### src/rtl/nncu_pkg.sv
// Shared definitions for the NNCU memory-access responder.
//   state_e   : responder FSM states
//   req_id_t  : requester identifier (F = forward engine, B = back-prop engine, H = host)
//   NNCU_DATA_W : default data width of every port and of the RAM
package nncu_pkg;

    localparam int unsigned NNCU_DATA_W = 16;

    typedef enum logic [1:0] {
        StIdle,
        StAccess,
        StRespond
    } state_e;

    typedef logic [1:0] req_id_t;

    localparam req_id_t REQ_F = 2'd0;
    localparam req_id_t REQ_B = 2'd1;
    localparam req_id_t REQ_H = 2'd2;

endpackage

### src/rtl/mmu_grant_arbiter.sv
// Three-way arbiter for the MMU responder.
// F and B share round-robin priority; the host H is granted only when neither engine requests,
// unless it has lost STARVE_LIMIT arbitrations in a row, in which case it wins outright.
// Ports:
//   clk_i, rst_ni        : clock, asynchronous active-low reset
//   arb_i                : arbitration strobe; history updates only when high and a grant is made
//   f_req_i/b_req_i/h_req_i : request bits
//   grant_valid_o        : at least one request present
//   grant_o              : winning requester ID (combinational)
module mmu_grant_arbiter
    import nncu_pkg::*;
#(
    parameter int unsigned STARVE_LIMIT = 4
) (
    input  logic    clk_i,
    input  logic    rst_ni,
    input  logic    arb_i,
    input  logic    f_req_i,
    input  logic    b_req_i,
    input  logic    h_req_i,
    output logic    grant_valid_o,
    output req_id_t grant_o
);

    localparam int unsigned CntW = $clog2(STARVE_LIMIT + 1);
    localparam logic [CntW-1:0] Limit = CntW'(STARVE_LIMIT);

    req_id_t         last_q, last_d;
    logic [CntW-1:0] starve_q, starve_d;

    always_comb begin
        grant_o       = REQ_F;
        grant_valid_o = f_req_i | b_req_i | h_req_i;
        if (h_req_i && (starve_q >= Limit)) begin
            grant_o = REQ_H;
        end else if (f_req_i && b_req_i) begin
            grant_o = (last_q == REQ_B) ? REQ_F : REQ_B;
        end else if (f_req_i) begin
            grant_o = REQ_F;
        end else if (b_req_i) begin
            grant_o = REQ_B;
        end else if (h_req_i) begin
            grant_o = REQ_H;
        end
    end

    always_comb begin
        last_d   = last_q;
        starve_d = starve_q;
        if (arb_i && grant_valid_o) begin
            if (grant_o == REQ_H) begin
                starve_d = '0;
            end else begin
                last_d = grant_o;
                // Host lost this round; count it, saturating at the limit.
                if (h_req_i && (starve_q < Limit)) begin
                    starve_d = starve_q + 1'b1;
                end
            end
        end
    end

    always_ff @(posedge clk_i or negedge rst_ni) begin
        if (!rst_ni) begin
            last_q   <= REQ_B;
            starve_q <= '0;
        end else begin
            last_q   <= last_d;
            starve_q <= starve_d;
        end
    end

endmodule

### src/rtl/mmu_responder.sv
// Responder side of the NNCU memory-access interface.
// Arbitrates between the forward engine (F), back-prop engine (B) and host (H), performs one
// access on a synchronous single-port RAM and returns a one-cycle ready/ack pulse two cycles
// after the request is sampled (IDLE -> ACCESS -> RESPOND).
// Ports:
//   clk_i, rst_ni                         : clock, asynchronous active-low reset
//   f_*/b_*                               : valid/ready request ports with read data
//   h_*                                   : host req/ack port with read data
//   err_o                                 : pulses with ready/ack on an out-of-range access
//   mem_en_o/mem_we_o/mem_adr_o/mem_wdata_o : RAM command
//   mem_rdata_i                           : RAM read data, valid the cycle after mem_en_o
module mmu_responder
    import nncu_pkg::*;
#(
    parameter int unsigned DATA_W       = NNCU_DATA_W,
    parameter int unsigned ADDR_W       = 16,
    parameter int unsigned DEPTH        = 1024,
    parameter int unsigned MEM_AW       = 10,
    parameter int unsigned STARVE_LIMIT = 4
) (
    input  logic              clk_i,
    input  logic              rst_ni,
    input  logic              f_valid_i,
    input  logic              f_we_i,
    input  logic [ADDR_W-1:0] f_adr_i,
    input  logic [DATA_W-1:0] f_wdata_i,
    output logic              f_ready_o,
    output logic [DATA_W-1:0] f_rdata_o,
    input  logic              b_valid_i,
    input  logic              b_we_i,
    input  logic [ADDR_W-1:0] b_adr_i,
    input  logic [DATA_W-1:0] b_wdata_i,
    output logic              b_ready_o,
    output logic [DATA_W-1:0] b_rdata_o,
    input  logic              h_req_i,
    input  logic              h_we_i,
    input  logic [ADDR_W-1:0] h_adr_i,
    input  logic [DATA_W-1:0] h_wdata_i,
    output logic              h_ack_o,
    output logic [DATA_W-1:0] h_rdata_o,
    output logic              err_o,
    output logic              mem_en_o,
    output logic              mem_we_o,
    output logic [MEM_AW-1:0] mem_adr_o,
    output logic [DATA_W-1:0] mem_wdata_o,
    input  logic [DATA_W-1:0] mem_rdata_i
);

    // One extra bit so DEPTH == 2**ADDR_W still compares correctly.
    localparam logic [ADDR_W:0] DepthA = (ADDR_W + 1)'(DEPTH);

    state_e            state_q, state_d;
    req_id_t           gnt_q;
    logic              we_q;
    logic              oor_q;
    logic [MEM_AW-1:0] adr_q;
    logic [DATA_W-1:0] wdata_q;
    logic [DATA_W-1:0] f_rdata_q, b_rdata_q, h_rdata_q;

    logic              arb;
    logic              grant_valid;
    req_id_t           grant;
    logic              req_we;
    logic [ADDR_W-1:0] req_adr;
    logic [DATA_W-1:0] req_wdata;
    logic              req_oor;
    logic              resp_rd;
    logic [DATA_W-1:0] rd_val;

    assign arb = (state_q == StIdle);

    mmu_grant_arbiter #(
        .STARVE_LIMIT (STARVE_LIMIT)
    ) u_arb (
        .clk_i         (clk_i),
        .rst_ni        (rst_ni),
        .arb_i         (arb),
        .f_req_i       (f_valid_i),
        .b_req_i       (b_valid_i),
        .h_req_i       (h_req_i),
        .grant_valid_o (grant_valid),
        .grant_o       (grant)
    );

    // Select the winner's request fields.
    always_comb begin
        req_we    = f_we_i;
        req_adr   = f_adr_i;
        req_wdata = f_wdata_i;
        case (grant)
            REQ_B: begin
                req_we    = b_we_i;
                req_adr   = b_adr_i;
                req_wdata = b_wdata_i;
            end
            REQ_H: begin
                req_we    = h_we_i;
                req_adr   = h_adr_i;
                req_wdata = h_wdata_i;
            end
            default: ;
        endcase
        req_oor = ({1'b0, req_adr} >= DepthA);
    end

    always_comb begin
        state_d = state_q;
        unique case (state_q)
            StIdle:    if (grant_valid) state_d = StAccess;
            StAccess:  state_d = StRespond;
            StRespond: state_d = StIdle;
            default:   state_d = StIdle;
        endcase
    end

    always_ff @(posedge clk_i or negedge rst_ni) begin
        if (!rst_ni) begin
            state_q <= StIdle;
            gnt_q   <= REQ_F;
            we_q    <= 1'b0;
            oor_q   <= 1'b0;
            adr_q   <= '0;
            wdata_q <= '0;
        end else begin
            state_q <= state_d;
            if (arb && grant_valid) begin
                gnt_q   <= grant;
                we_q    <= req_we;
                oor_q   <= req_oor;
                adr_q   <= req_adr[MEM_AW-1:0];
                wdata_q <= req_wdata;
            end
        end
    end

    // RAM command only during an in-range ACCESS; otherwise all zero.
    always_comb begin
        mem_en_o    = 1'b0;
        mem_we_o    = 1'b0;
        mem_adr_o   = '0;
        mem_wdata_o = '0;
        if ((state_q == StAccess) && !oor_q) begin
            mem_en_o    = 1'b1;
            mem_we_o    = we_q;
            mem_adr_o   = adr_q;
            mem_wdata_o = wdata_q;
        end
    end

    // Read data is forwarded combinationally during RESPOND so it lines up with the ready
    // pulse, and captured so it holds until that port's next completed read.
    assign resp_rd = (state_q == StRespond) && !we_q;
    assign rd_val  = oor_q ? '0 : mem_rdata_i;

    always_comb begin
        f_ready_o = (state_q == StRespond) && (gnt_q == REQ_F);
        b_ready_o = (state_q == StRespond) && (gnt_q == REQ_B);
        h_ack_o   = (state_q == StRespond) && (gnt_q == REQ_H);
        err_o     = (state_q == StRespond) && oor_q;
        f_rdata_o = (resp_rd && (gnt_q == REQ_F)) ? rd_val : f_rdata_q;
        b_rdata_o = (resp_rd && (gnt_q == REQ_B)) ? rd_val : b_rdata_q;
        h_rdata_o = (resp_rd && (gnt_q == REQ_H)) ? rd_val : h_rdata_q;
    end

    always_ff @(posedge clk_i or negedge rst_ni) begin
        if (!rst_ni) begin
            f_rdata_q <= '0;
            b_rdata_q <= '0;
            h_rdata_q <= '0;
        end else begin
            f_rdata_q <= f_rdata_o;
            b_rdata_q <= b_rdata_o;
            h_rdata_q <= h_rdata_o;
        end
    end

endmodule

### config.mk
export PLATFORM = sky130hd
export DESIGN_NAME = mmu_responder
export DESIGN_NICKNAME = d
export VERILOG_FILES = /design/src/rtl/nncu_pkg.sv /design/src/rtl/mmu_grant_arbiter.sv /design/src/rtl/mmu_responder.sv
export SDC_FILE = /design/constraint.sdc
export NUM_CORES = 1
export LEC_CHECK = 0
export BUFFER_PORTS_ARGS = -buffer_cell sky130_fd_sc_hd__buf_4
export CORE_AREA = 3 3 99 101
export DETAILED_ROUTE_END_ITERATION = 8
export DIE_AREA = 0 0 102 104
export GPL_ROUTABILITY_DRIVEN = 0
export PLACE_DENSITY = 0.8
export SLEW_MARGIN = 20
export SYNTH_ARGS = -nofsm -noshare
export SYNTH_HDL_FRONTEND = slang
export SYNTH_SLANG_ARGS = --single-unit
### constraint.sdc
create_clock -name clk_i -period 6.1 [get_ports clk_i]
set_clock_uncertainty 0.1 [all_clocks]
set_input_delay 1.525 -clock clk_i [delete_from_list [all_inputs] [get_ports clk_i]]
set_output_delay 1.525 -clock clk_i [all_outputs]
set_load 0.02 [all_outputs]
== After elaboration in Yosys (flattened, before gate mapping) ==
Index checks and enable logic that the tools add are counted.
W data, S select, Z words.

* ROM bits: 0
* Output and inout port bits: 80
* Memories: 0
* Register bits after elaboration: 85
* Input port bits: 120
* Bits in latches: 0
* Memory bits (writable): 0

* Shift operators: 0
* Add/sub/neg operators: 1
* Bitwise logic cells: 3
* Order comparisons: 3
* Multiplexer cells: 21
* Divide/modulo/power cells: 0
* Reductions and logical operators: 20
* Multipliers: 0
* Eq/ne operators: 8

{| class="wikitable"
|+ Operator list
! kind !! number
|-
| $mux W16 || 5
|-
| $pmux W16 S2 || 2
|-
| $ge A16 B11 Y1 const B || 1
|-
| $logic_and A1 B1 Y1 || 13
|-
| $mux W2 || 6
|-
| $mux W10 || 1
|-
| $eq A2 B1 Y1 const B || 4
|-
| $eq A2 B2 Y1 const B || 3
|-
| $mux W3 || 2
|-
| $logic_not A2 Y1 || 2
|-
| $pmux W2 S2 || 1
|-
| $reduce_and A2 Y1 || 2
|-
| $add A3 B1 Y3 const B || 1
|-
| $ge A3 B3 Y1 const B || 1
|-
| $lt A3 B3 Y1 const B || 1
|-
| $mux W1 || 3
|-
| $logic_not A1 Y1 || 2
|-
| $ne A2 B2 Y1 const B || 1
|-
| $or A1 B1 Y1 || 2
|-
| $pmux W1 S2 || 1
|-
| $reduce_bool A2 Y1 || 1
|-
| $not A1 Y1 || 1
|}

== Depth between registers and ports, before layout ==
Gate-level depths: netlist of run 1.

* Depth after elaboration: 8
* Depth in mapped cells: 10
* Depth with buffers taken out: 8

== By module ==
From an unflattened synthesis of run 1, not the netlist that was laid out.

* Cell total of the unflattened synthesis: 397
* Area, all modules: 4227.8 sq um

{| class="wikitable"
|+ By module, submodules not included
! module !! cells an instance !! sequential area each (sq um) !! area an instance (sq um) !! times used
|-
| mmu_responder || 369 || 2001.9 || 3958.8 || 1
|-
| mmu_grant_arbiter || 28 || 126.4 || 269.0 || 1
|}

== Least setup slack after synthesis of run 1 ==
Ideal clock, no wire load.

* Path kind: input -> output
* From: in mem_rdata_i[5]
* To: out f_rdata_o[5]
* Buffers on the path: 0
* Setup slack: 2.430 ns
* Stages: 2
* Arrival: 2.045 ns
* Cell sequence: nor2b_1 mux2_1

* Longest elaborated chain between the ends: 2

{| class="wikitable"
|+ RTL lines
! item !! line !! RTL
|-
| from (decl) || mmu_responder.sv:46 || <nowiki>input logic [DATA_W-1:0] mem_rdata_i</nowiki>
|-
| $mux W16 || mmu_responder.sv:153 || <nowiki>assign rd_val = oor_q ? '0 : mem_rdata_i;</nowiki>
|-
| $mux W16 || mmu_responder.sv:160 || <nowiki>f_rdata_o = (resp_rd && (gnt_q == REQ_F)) ? rd_val : f_rdata_q;</nowiki>
|-
| to (decl) || mmu_responder.sv:28 || <nowiki>output logic [DATA_W-1:0] f_rdata_o,</nowiki>
|}

No other way between the ends.

== Final worst setup path of run 1 ==
* From: reg state_q[0]
* To: out h_rdata_o[1]

* Longest elaborated chain between the ends: 4

{| class="wikitable"
|+ RTL lines
! item !! line !! RTL
|-
| from (decl) || mmu_responder.sv:52 || <nowiki>state_e state_q, state_d;</nowiki>
|-
| from (signal assigned) || mmu_responder.sv:118 || <nowiki>state_q <= StIdle;</nowiki>
|-
| from (signal assigned) || mmu_responder.sv:125 || <nowiki>state_q <= state_d;</nowiki>
|-
| $eq A2 B2 Y1 || mmu_responder.sv:152 || <nowiki>assign resp_rd = (state_q == StRespond) && !we_q;</nowiki>
|-
| $logic_and A1 B1 Y1 || mmu_responder.sv:152 ||
|-
| $logic_and A1 B1 Y1 || mmu_responder.sv:162 || <nowiki>h_rdata_o = (resp_rd && (gnt_q == REQ_H)) ? rd_val : h_rdata_q;</nowiki>
|-
| $mux W16 || mmu_responder.sv:162 ||
|-
| to (decl) || mmu_responder.sv:40 || <nowiki>output logic [DATA_W-1:0] h_rdata_o,</nowiki>
|}

No other way between the ends.

==> run metrics, run 1 <==
largest net degree at the start of global routing=86; Netlist cell types=37; first-pass detailed-route iteration total=4; # setup viols final=0; leakage power=3.03 nW; die area=10600 µm²; worst path cell trace=nand2b_4 -> nor3b_2 -> and2b_1 -> mux2_2 -> buf_4; unrepaired setup endpoints after global routing=false; worst rel slew slack=32.8%; Max VDD drop=184 µV; yosys warns=0; cell with the most instances after synthesis=dfrtp_1; Core ar.=9110 µm²; Post-Syn Area=4220 µm²; fill count=728; WL per Instance=16.4 µm; initial antenna violation count=0; Synth Net Count=519; Hold Violations, Final=0; Ant. Diodes=0; top cells by area, synth=dfrtp_1 (50%), mux2_2 (7.7%), mux2_4 (7.1%), a22oi_1 (4.8%), and3_1 (4.0%); syn_area_per_cell=10.7 µm²; dpl cells=679; HPWL Detailed=8520 µm; top cells by count, synth=dfrtp_1 (84), nand2_1 (36), nor2_1 (35); Max-cap violations=0; area leader, netlist=dfrtp_1; area delta synth->final=40.6%; Seq cells post-synth=85; post-route setup TNS=0 ps; drt drc=0; CTS Buf Count=9; cts-stage hold buffer count=0; Worst EP required=4470 ps; Post CTS Setup Buffer Count=0; HP Start=adr_q[7]$_DFFE_PN0P_; post-CTS resize count=0; Reg area=2130 µm²; clock sinks=85; Root Buffer=clkbuf_8; fmax=0.242 GHz; asr flop ratio synth=100%; first-pass GRT wire length=18000 µm; Final #Nets=702; total I/O pin count=200; Yosys top cell area share=49.8%; CP Launch Point=state_q[0]$_DFFE_PN0P_; Mapped Cells=396; TritonCTS clock tree=yes; CP max FO=16; number of vias per cell=5.20; Top FF cell, synth=dfrtp_1; fin. max-slew vios=0; via count=3617; remaining antenna violation count after routing=0; GRT Overall Usage=21.3%; sequential element share of the synthesized area=50.4%; path type of the worst min-delay path=flip-flop to flip-flop; Crit Path Category=flip-flop to output pin; Worst path max stage delay=780 ps; WP buf/inv=1; die width=102 µm; CP endpoint kind=output pin; H-tree levels=3; Die Y=104 µm; initial core utilization=46.3%; Worst Tran Pin Value=1000 ps; CP Launch Type=flip-flop; row cnt=35; wirelength, routed=11400 µm; fin crit share=67.8%; Clock Latency Late Sink=340 ps; post-placement cell area=5720 µm²; post-route cell area=5940 µm²; Crit-path slowest cell=and2b_1; Post-Layout Cell Count=695; Multi-input gate area=1920 µm²; CTS clock-pin slew for the worst setup and hold paths=80 ps; EDFF count, synth=0; worst reg2reg path startpoint=u_arb.last_q[0]$_DFFE_PN1P_; post-layout minimum cycle time=4140 ps; IO buf count=199; clk buf depth=2; status=finished clean; pwr dens=465 nW/µm²; fraction of layout cells with a size suffix above 1=46.7%; Iteration-0 DRC Markers=84; gr ovfl total=0; vias in the first global route=3714; Crit path arrival time=2510 ps; critical path's top delay family=simple AND/OR/NAND/NOR gates
==> cells in the final DEF (no fill, tap or decap), drive strengths merged, types with 2 or more instances in the layout <==
cell type  count
a21oi         29
a22oi         27
and2           2
and2b          2
and3          27
buf          202
bufinv         2
clkbuf        11
clkinvlp       2
dfrtp         84
ha             3
inv            6
mux2          50
nand2         36
nand2b         2
nor2          35
nor2b         17
nor3b          2
nor4           4
o21ai         31
==> cell type report <==
| class | count | area share [%] |
|---|---|---|
| inverter | 5 | 0.316 |
| timing repair buffer | 202 | 25.6 |
| clock buffer | 11 | 2.21 |
| multi-input combinational | 276 | 32.3 |
| tap | 111 | 2.34 |
| sequential | 85 | 35.8 |
| clock inverter | 5 | 1.41 |
==> through the flow <==
stage	hold WS [ps]	setup WS, ps	utilization, %	power [mW]
after floorplan	342	2430	-	1.83
after global placement	353	2210	62.7	2.30
after detailed placement	363	2190	62.7	2.36
after CTS	383	1890	65.1	2.79
after global routing	401	1800	65.2	2.95
final	380	1960	65.2	2.76
==> final timing paths <==
kind,cells past startpoint,endpoint,slack [ps]
hold / removal,2,adr_q[7]$_DFFE_PN0P_,380
setup reg to reg,8,adr_q[6]$_DFFE_PN0P_,3690
max in group asynchronous,1,adr_q[2]$_DFFE_PN0P_,4260
setup / recovery,5,h_rdata_o[1],1960
hold reg to reg,2,adr_q[7]$_DFFE_PN0P_,380
min in group asynchronous,1,b_rdata_q[1]$_DFF_PN0_,1120
==> cells by family after synthesis <==
group / Yosys count / synth area share, %
mux: 50 / 15.1
flops: 85 / 50.4
fa+ha+maj: 3 / 0.889
compound gates: 94 / 13.5
buf+inv: 35 / 4.33
simple gates: 129 / 15.7
==> report_power, final <==
group | internal, mW | switching, mW
combinational | 0.611 | 0.787
sequential | 0.803 | 0.127
clock | 0.233 | 0.198
total | 1.65 | 1.11
==> layer usage <==
metal,up-vias,track usage [%],wire [µm]
li1,1756,-,-
met1,1717,25.2,4620
met2,140,38.9,5930
met3,4,5.03,771
met4,0,4.22,77
met5,-,0,0
==> tightest hold or removal path: cells and delay by family, from the launching register on <==
family,cells,cell delay (ps)
compound gates,1,60
flops,1,350
simple gates,1,40
==> registers in the layout (all words and copies together), names as in the netlist <==
signal / cells
we_q: 1
u_arb.starve_q: 3
oor_q: 1
gnt_q: 2
f_rdata_q: 16
wdata_q: 16
b_rdata_q: 16
u_arb.last_q: 2
state_q: 2
h_rdata_q: 16
adr_q: 10
No activity file was read; power rests on OpenSTA's default activity.
==> inputs of run 2 (changes only) <==
==> constraint.sdc (replaced) <==
create_clock -name clk_i -period 4.3 [get_ports clk_i]
set_clock_uncertainty 0.1 [all_clocks]
set_input_delay 1.075 -clock clk_i [delete_from_list [all_inputs] [get_ports clk_i]]
set_output_delay 1.075 -clock clk_i [all_outputs]
set_load 0.02 [all_outputs]
==> run metrics, run 2 (synthesized netlist as in run 1, its figures left out) <==
status=finished clean; Worst Tran Pin Value=998 ps; fmax=0.275 GHz; Final #Nets=705; endpoint of the worst hold path=adr_q[0]$_DFFE_PN0P_; Multi-input gate area=1910 µm²; drt drc=0; CP endpoint kind=output pin; reg-to-reg endpoint=adr_q[1]$_DFFE_PN0P_; Worst EP required=3120 ps; post-route setup TNS=0 ps; R2R setup slack=1760 ps; Crit-path slowest cell=and2b_1; path type of the worst min-delay path=flip-flop to flip-flop; Post CTS Setup Buffer Count=0; CP max FO=16; die width=102 µm; # setup viols final=0; hold path depth=2; pwr dens=654 nW/µm²; CTS Buf Count=9; HPWL Detailed=8600 µm; largest net degree at the start of global routing=86; unrepaired setup endpoints after global routing=false; H-tree levels=3; leakage power=3.05 nW; worst hold slack=378 ps; IO buf count=199; row cnt=35; post-CTS resize count=0; initial core utilization=46.3%; TritonCTS clock tree=yes; first-pass detailed-route iteration total=4; first-pass GRT wire length=18000 µm; Crit path arrival time=2470 ps; number of vias per cell=5.17; most common cell after layout, fill and taps aside=buf_4; Hold Violations, Final=0; Die Y=104 µm; initial antenna violation count=0; clock sinks=85; commonest cells after routing, fill and taps aside=buf_4 (203), dfrtp_1 (84), nand2_1 (36); Max VDD drop=231 µV; worst reg2reg path startpoint=u_arb.last_q[0]$_DFFE_PN1P_; die area=10600 µm²; Clock Latency Late Sink=360 ps; CTS clock-pin slew for the worst setup and hold paths=90 ps; gr ovfl total=0; fill count=717; Core ar.=9110 µm²; vias in the first global route=3659; area delta synth->final=41.1%; worst path cell trace=nand2b_4 -> nor3b_2 -> and2b_1 -> mux2_2 -> buf_4; wirelength, routed=11400 µm; Ant. Diodes=0; via count=3608; worst rel slew slack=33.5%; Max-cap violations=0; Worst path max stage delay=740 ps; Root Buffer=clkbuf_8; total I/O pin count=200; worst reg-to-reg path cell count=8; clk buf depth=2; GRT Overall Usage=21.6%; Reg area=2130 µm²; post-layout minimum cycle time=3640 ps; remaining antenna violation count after routing=0; Iteration-0 DRC Markers=123; fraction of layout cells with a size suffix above 1=47.0%; fin. max-slew vios=0; CP Launch Type=flip-flop; cts-stage hold buffer count=0; WL per Instance=16.3 µm; fin crit share=84.7%; HP Start=adr_q[0]$_DFFE_PN0P_; Crit Path Category=flip-flop to output pin
[run 2: how the worst max path moves through the flow]
stage	startpoint	endpoint	slack, ps	cells after the start
6_report	state_q[0]$_DFFE_PN0P_	h_rdata_o[4]	660	5
5_1_grt	state_q[0]$_DFFE_PN0P_	h_rdata_o[1]	510	5
4_1_cts	state_q[0]$_DFFE_PN0P_	h_rdata_o[4]	610	5
3_5_place_dp	state_q[0]$_DFFE_PN0P_	h_rdata_o[4]	1000	5
3_3_place_gp	state_q[0]$_DFFE_PN0P_	h_rdata_o[4]	1080	5
2_1_floorplan	state_q[0]$_DFFE_PN0P_	h_rdata_o[10]	1420	6
[run 2: final cells by class]
cell class              count  area share [%]
multi-input cells         276            32.1
well taps                 111            2.33
inverters                   5           0.315
clock inverters             5            1.01
flip-flops and latches     85            35.7
clock buffers              11            2.37
repair buffers            205            26.1
[run 2: report_power, final]
| group | internal [mW] | total, mW | switching, mW | leakage [nW] |
|---|---|---|---|---|
| sequential | 1.14 | 1.31 | 0.176 | 1.09 |
| combinational | 0.886 | 2.01 | 1.12 | 1.86 |
| clock | 0.286 | 0.572 | 0.287 | 0.0995 |
[run 2: stage by stage]
| step | area (µm²) | utilization [%] | power (mW) | worst slack [ps] | std cells |
|---|---|---|---|---|---|
| 2_1_floorplan | 4220 | - | 2.59 | 1420 | 396 |
| 3_3_place_gp | 5750 | 63.1 | 3.29 | 1080 | 682 |
| 3_5_place_dp | 5750 | 63.1 | 3.37 | 1000 | 682 |
| 4_1_cts | 5950 | 65.3 | 3.94 | 614 | 698 |
| 5_1_grt | 5960 | 65.4 | 4.17 | 509 | 698 |
| 6_report | 5960 | 65.4 | 3.89 | 659 | 698 |
[run 2: worst max-delay path, delay by kind of cell (launching register included)]
kind                   cells  cell delay (ps)
and+or+nand+nor            3             1120
muxes                      1              430
DFF                        1              400
buffers and inverters      1              160
[run 2: per-layer routing]
layer	part of all wire, %	vias to the layer above	track usage (%)
li1	-	1762	-
met1	40	1692	25.5
met2	52	141	38.4
met3	6.9	13	5.43
met4	1.2	0	5.44
met5	0	-	0
